[src/rtl/comp_pkg.sv]
// Shared types and helpers for the min/max comparator controller.
// Holds the FSM state encoding, ordering-mode constants and the key transform.
package comp_pkg;

    typedef enum logic [1:0] {
        IDLE = 2'd0,
        RUN  = 2'd1,
        DONE = 2'd2
    } state_t;

    localparam logic CMP_UNSIGNED = 1'b0;
    localparam logic CMP_SIGNED   = 1'b1;

    localparam int unsigned KEY_MAX_W = 64;
    localparam int unsigned KEY_IDX_W = $clog2(KEY_MAX_W);

    // Signed ordering becomes unsigned ordering once the sign bit is flipped (offset binary).
    function automatic logic [KEY_MAX_W-1:0] key_xform(
        input logic [KEY_MAX_W-1:0] data,
        input int unsigned          width,
        input logic                 mode
    );
        logic [KEY_MAX_W-1:0] key;
        logic [KEY_IDX_W-1:0] msb;
        key = data;
        msb = KEY_IDX_W'(width - 1);
        if (mode == CMP_SIGNED) begin
            key[msb] = ~data[msb];
        end
        return key;
    endfunction

endpackage

[src/rtl/comp_bin_core.sv]
// Combinational unsigned magnitude compare of two N-bit keys.
module comp_bin_core #(
    parameter int unsigned N = 8
) (
    input  logic [N-1:0] a,
    input  logic [N-1:0] b,
    output logic         gt,
    output logic         eq,
    output logic         lt
);

    assign gt = (a > b);
    assign eq = (a == b);
    assign lt = ~gt & ~eq;

endmodule

[src/rtl/comp_minmax_ctrl.sv]
// Burst controller tracking max/min values and their indices over a valid/ready stream.
// One shared compare path per extremum; stored results keep the original encoding.
module comp_minmax_ctrl
    import comp_pkg::*;
#(
    parameter int unsigned N     = 8,
    parameter int unsigned DEPTH = 16,
    parameter int unsigned CNT_W = $clog2(DEPTH + 1)
) (
    input  logic             i_Clk,
    input  logic             i_Rst_n,
    input  logic             i_Start,
    input  logic [CNT_W-1:0] i_Len,
    input  logic             i_Signed,
    input  logic             i_Valid,
    input  logic [N-1:0]     i_Data,
    output logic             o_Ready,
    output logic             o_Busy,
    output logic             o_Done,
    output logic             o_Err,
    output logic [N-1:0]     o_Max,
    output logic [N-1:0]     o_Min,
    output logic [CNT_W-1:0] o_MaxIdx,
    output logic [CNT_W-1:0] o_MinIdx
);

    state_t           state;
    state_t           state_nx;
    logic [CNT_W-1:0] len;
    logic             mode;
    logic [CNT_W-1:0] idx;
    logic             start_ok;
    logic             start_bad;

    logic             xfer;
    logic             last;
    logic             len_ok;
    logic [N-1:0]     key_new;
    logic [N-1:0]     key_max;
    logic [N-1:0]     key_min;
    logic             max_gt, max_eq, max_lt;
    logic             min_gt, min_eq, min_lt;
    logic             unused_flags;

    assign xfer   = i_Valid & o_Ready;
    assign last   = (idx == CNT_W'(len - CNT_W'(1)));
    assign len_ok = (i_Len != '0) && (i_Len <= CNT_W'(DEPTH));

    assign key_new = N'(key_xform(KEY_MAX_W'(i_Data), N, mode));
    assign key_max = N'(key_xform(KEY_MAX_W'(o_Max), N, mode));
    assign key_min = N'(key_xform(KEY_MAX_W'(o_Min), N, mode));

    comp_bin_core #(.N(N)) u_cmp_max (
        .a  (key_new),
        .b  (key_max),
        .gt (max_gt),
        .eq (max_eq),
        .lt (max_lt)
    );

    comp_bin_core #(.N(N)) u_cmp_min (
        .a  (key_new),
        .b  (key_min),
        .gt (min_gt),
        .eq (min_eq),
        .lt (min_lt)
    );

    // Ties leave the stored extremum alone, so only strict gt/lt matter here.
    assign unused_flags = ^{max_eq, max_lt, min_gt, min_eq};

    always_ff @(posedge i_Clk or negedge i_Rst_n) begin
        if (!i_Rst_n) begin
            state <= IDLE;
        end else begin
            state <= state_nx;
        end
    end

    always_comb begin
        state_nx  = state;
        start_ok  = 1'b0;
        start_bad = 1'b0;
        case (state)
            IDLE: begin
                if (i_Start) begin
                    if (len_ok) begin
                        start_ok = 1'b1;
                        state_nx = RUN;
                    end else begin
                        start_bad = 1'b1;
                    end
                end
            end
            RUN: begin
                if (xfer && last) begin
                    state_nx = DONE;
                end
            end
            DONE:    state_nx = IDLE;
            default: state_nx = IDLE;
        endcase
    end

    // Status flags are registered decodes of the next state.
    always_ff @(posedge i_Clk or negedge i_Rst_n) begin
        if (!i_Rst_n) begin
            o_Ready <= 1'b0;
            o_Busy  <= 1'b0;
            o_Done  <= 1'b0;
            o_Err   <= 1'b0;
            len     <= '0;
            mode    <= CMP_UNSIGNED;
            idx     <= '0;
        end else begin
            o_Ready <= (state_nx == RUN);
            o_Busy  <= (state_nx == RUN);
            o_Done  <= (state_nx == DONE);
            o_Err   <= start_bad;
            if (start_ok) begin
                len  <= i_Len;
                mode <= i_Signed;
                idx  <= '0;
            end else if (xfer) begin
                idx <= CNT_W'(idx + CNT_W'(1));
            end
        end
    end

    always_ff @(posedge i_Clk or negedge i_Rst_n) begin
        if (!i_Rst_n) begin
            o_Max    <= '0;
            o_Min    <= '0;
            o_MaxIdx <= '0;
            o_MinIdx <= '0;
        end else if (xfer) begin
            if (idx == '0) begin
                o_Max    <= i_Data;
                o_Min    <= i_Data;
                o_MaxIdx <= '0;
                o_MinIdx <= '0;
            end else begin
                if (max_gt) begin
                    o_Max    <= i_Data;
                    o_MaxIdx <= idx;
                end
                if (min_lt) begin
                    o_Min    <= i_Data;
                    o_MinIdx <= idx;
                end
            end
        end
    end

endmodule

[config.mk]
export PLATFORM = sky130hd
export DESIGN_NAME = comp_minmax_ctrl
export DESIGN_NICKNAME = d
export VERILOG_FILES = /design/src/rtl/comp_pkg.sv /design/src/rtl/comp_bin_core.sv /design/src/rtl/comp_minmax_ctrl.sv
export SDC_FILE = /design/constraint.sdc
export NUM_CORES = 1
export LEC_CHECK = 0
export CAP_MARGIN = 40
export CORE_ASPECT_RATIO = 1.75
export CORE_MARGIN = 2
export CORE_UTILIZATION = 50
export CTS_CLUSTER_DIAMETER = 100
export DETAILED_ROUTE_END_ITERATION = 8
export PLACE_DENSITY_LB_ADDON = 0.2
export SLEW_MARGIN = 5
export SYNTH_ARGS = -nofsm -noshare
export SYNTH_HDL_FRONTEND = slang
export SYNTH_SLANG_ARGS = --single-unit
[constraint.sdc]
create_clock -name i_Clk -period 4.1 [get_ports i_Clk]
set_clock_uncertainty 0.05 [all_clocks]
set_input_delay 0.41 -clock i_Clk [delete_from_list [all_inputs] [get_ports i_Clk]]
set_output_delay 0.41 -clock i_Clk [all_outputs]
set_load 0.03 [all_outputs]
==> impl_metrics.py <==
metrics = {
    "floorplanning": {
        "io_pins": 48,
        "rows": 32,
        "start_util_pct": 52.2,
        "core_mm2": 0.00440,
        "die_w_um": 55.3,
        "die_h_um": 93.7,
        "die-area_mm2": 0.00518,
    },
    "global_route": {
        "grt_pass1_wl_um": 7960,
        "grt_overflow_total": 0,
        "grt_use_total_pct": 19.5,
        "grt_max_degree": 23,
        "antenna_found_initial": 0,
        "grt_pass1_vias": 1672,
    },
    "clocking": {
        "clock_sinks": 42,
        "cts_setup_buffers": 0,
        "post_cts_resized": 0,
        "htree_levels": 2,
        "cts.clk_slew.worst_paths_ns": 0.08,
        "clk_latency_ns": 0.30,
        "cts_buffer_depth": 2,
        "holdBufCountCts": 0,
        "cts_root_buf": "clkbuf_8",
        "cts_made_buffers": 5,
        "cts_tree": "done",
    },
    "power": {
        "p_total_mw": 2.34,
        "cellPowerDensity_mw_per_mm2": 811,
        "p_leak_nw": 1.32,
        "ir_drop_v": 0.000537,
    },
    "critical_path": {
        "timing.rr.end": "o_Min[0]$_DFFE_PN0P_",
        "critPathCapture": "o_Min[0]$_DFFE_PN0P_",
        "path_class": "input port to flop",
        "slowest_stage": "o21ai_2",
        "ff2ff_path_depth": 7,
        "crit_chain": "clkdlybuf4s50_1 -> inv_1 -> ha_1 -> nand2b_1 -> a211oi_1 -> o21bai_1 -> a31oi_1 -> o21ai_2 -> mux2_2",
        "endpoint_kind": "flop",
        "regToRegStartpoint": "o_Min[0]$_DFFE_PN0P_",
        "r2r_slack_ns": 1.74,
        "crit_buf_inv": 2,
        "crit_arrival_ns": 2.75,
        "slowest_delay_ns": 0.61,
        "cp_top_family": "compound AO/OA/AOI/OAI gates",
        "crit_fanout": 13,
        "start_kind": "input port",
        "startpoint": "i_Data[0]",
        "cp.required_ns": 4.23,
        "critical_path_cell_count": 9,
    },
    "sta": {
        "fin_ws_ns": 1.48,
        "hold_ws_ns": 0.0334,
        "final_hold_viol_count": 0,
        "worst_pin_slew_ns": 0.751,
        "period_minus_slack_ns": 2.62,
        "fmax_ghz": 0.382,
        "rsz0062_at_grt": "no",
        "max_slew_margin_pct": 49.9,
        "slew_viol_final": 0,
        "fin_crit_sh_pct": 63.9,
        "setup_violations": 0,
        "fin_setup_tns_ns": 0,
    },
    "logic_synthesis": {
        "synth.avg_cell_area_um2": 11.7,
        "synth_edf_count": 0,
        "yosysTopAreaCellShare_pct": 45.7,
        "synth_nets": 232,
        "yosysTopAreaCell": "dfrtp_1",
        "yosys-top-cells-count": "dfrtp_1 (42), ha_1 (17), inv_1 (17)",
        "syn_area_mm2": 0.00230,
        "ys_warn_count": 0,
        "synthCells": 197,
        "yosysUniqueCellTypes": 46,
        "synthTopCellsByArea": "dfrtp_1 (46%), ha_1 (9.2%), mux2_4 (6.5%)",
        "synthFlopType": "dfrtp_1",
        "yosysSeqAreaShare_pct": 45.7,
        "synth_most_common_cell": "dfrtp_1",
        "async_flop_share_pct": 100,
        "synth-seq-cells": 42,
    },
    "routing": {
        "drc": 0,
        "antenna_left": 0,
        "vias": 1625,
        "wl_per_cell_um": 15.5,
        "drt_pass1_iterations": 4,
        "routed_wirelength_um": 4550,
        "drt_iter0_drc": 32,
        "vias_per_cell": 5.53,
    },
    "run_status": {
        "status": "complete, no violations",
    },
    "layout": {
        "drive_gt1_share_pct": 14.4,
        "antenna_cells": 0,
        "fillers": 369,
        "area_growth_pct": 25.3,
        "finalNetCount": 277,
    },
    "place": {
        "dpl.hpwl_um": 3470,
        "portBuffers": 47,
        "place.gp.congestion": 0.760,
        "place_ws_ns": 1.13,
    },
    "hold_path": {
        "min_path_type": "input port to asynchronous set/reset pin",
    },
    "run": {
        "cap_violations": 0,
    },
}
cells in the final DEF, fill, tap and decap left out, types with 3 or more instances in the layout:
| cell type | Yosys | routed |
|---|---|---|
| mux2_2 | 10 | 10 |
| dfrtp_1 | 42 | 42 |
| ha_1 | 17 | 17 |
| inv_1 | 17 | 17 |
| o2bb2ai_1 | 5 | 5 |
| and3b_1 | 4 | 4 |
| xor2_1 | 5 | 5 |
| a22o_1 | 3 | 3 |
| xnor2_1 | 6 | 6 |
| mux2_4 | 10 | 10 |
| nand4_1 | 3 | 3 |
| clkdlybuf4s50_1 | 0 | 46 |
| nor3_1 | 4 | 4 |
| a21oi_1 | 4 | 4 |
| clkbuf_8 | 0 | 6 |
| o21ai_0 | 3 | 3 |
| o21bai_1 | 3 | 3 |
| nor2_1 | 9 | 9 |
| nand2_1 | 9 | 9 |
cell type report:
type	instances	area [um2]	area share, %
well taps	51	63.8	2.21
repair buffers	48	493	17.1
flip-flops and latches	42	1050	36.5
clock buffers	7	86.3	3.00
clock inverters	1	5.00	0.174
multi-input cells	128	1120	38.8
inverters	17	63.8	2.21
logic make-up after synthesis:
logic type	Yosys count	share of synthesized area [%]
simple gates	46	11.4
flops	42	45.7
compound gates	33	12.0
buf+inv	27	5.66
mux	21	11.9
fa+ha+maj	17	9.25
xor+xnor	11	4.19
power breakdown:
group          total [mW]  internal (mW)  switching [mW]  leakage, nW
Clock               0.276          0.136           0.140       0.0482
Sequential          0.776          0.593           0.183        0.522
Combinational        1.29          0.627           0.659        0.751
flip-flops by register name, indices dropped and copies added, names as in the netlist:
signal    cells
state         2
o_Done        1
o_Busy        1
mode          1
len           5
o_MinIdx      5
o_Min         8
idx           5
o_MaxIdx      5
o_Err         1
o_Max         8
through the flow:
step | std cells | utilization, % | instance area, um2
after floorplan | 197 | - | 2300
final | 294 | 65.4 | 2880
after global routing | 294 | 65.4 | 2880
after detailed placement | 286 | 63.4 | 2790
after global placement | 285 | 62.7 | 2760
after CTS | 294 | 65.4 | 2880
worst min path at each step:
| stage | to | depth (start not counted) | from | slack [ns] |
|---|---|---|---|---|
| 2_1_floorplan | idx[0]$_DFFE_PN0P_ | 0 | i_Rst_n | 0.06 |
| 3_3_place_gp | o_MaxIdx[4]$_DFFE_PN0P_ | 1 | o_MaxIdx[4]$_DFFE_PN0P_ | 0.42 |
| 3_5_place_dp | o_Max[3]$_DFFE_PN0P_ | 1 | i_Rst_n | 0.37 |
| 4_1_cts | o_Max[3]$_DFFE_PN0P_ | 1 | i_Rst_n | 0.06 |
| 5_1_grt | o_Min[0]$_DFFE_PN0P_ | 1 | i_Rst_n | 0.08 |
| 6_report | o_Max[3]$_DFFE_PN0P_ | 1 | i_Rst_n | 0.03 |
metal layers:
layer	part of all wire (%)	vias up	wire, um	track usage (%)
li1	-	781	-	-
met1	39	796	1790	22.0
met5	0	-	0	0
met3	4.0	7	180	4.27
met2	55	41	2490	35.4
met4	2.0	0	93	7.11
No activity file was read; power rests on OpenSTA's default activity.
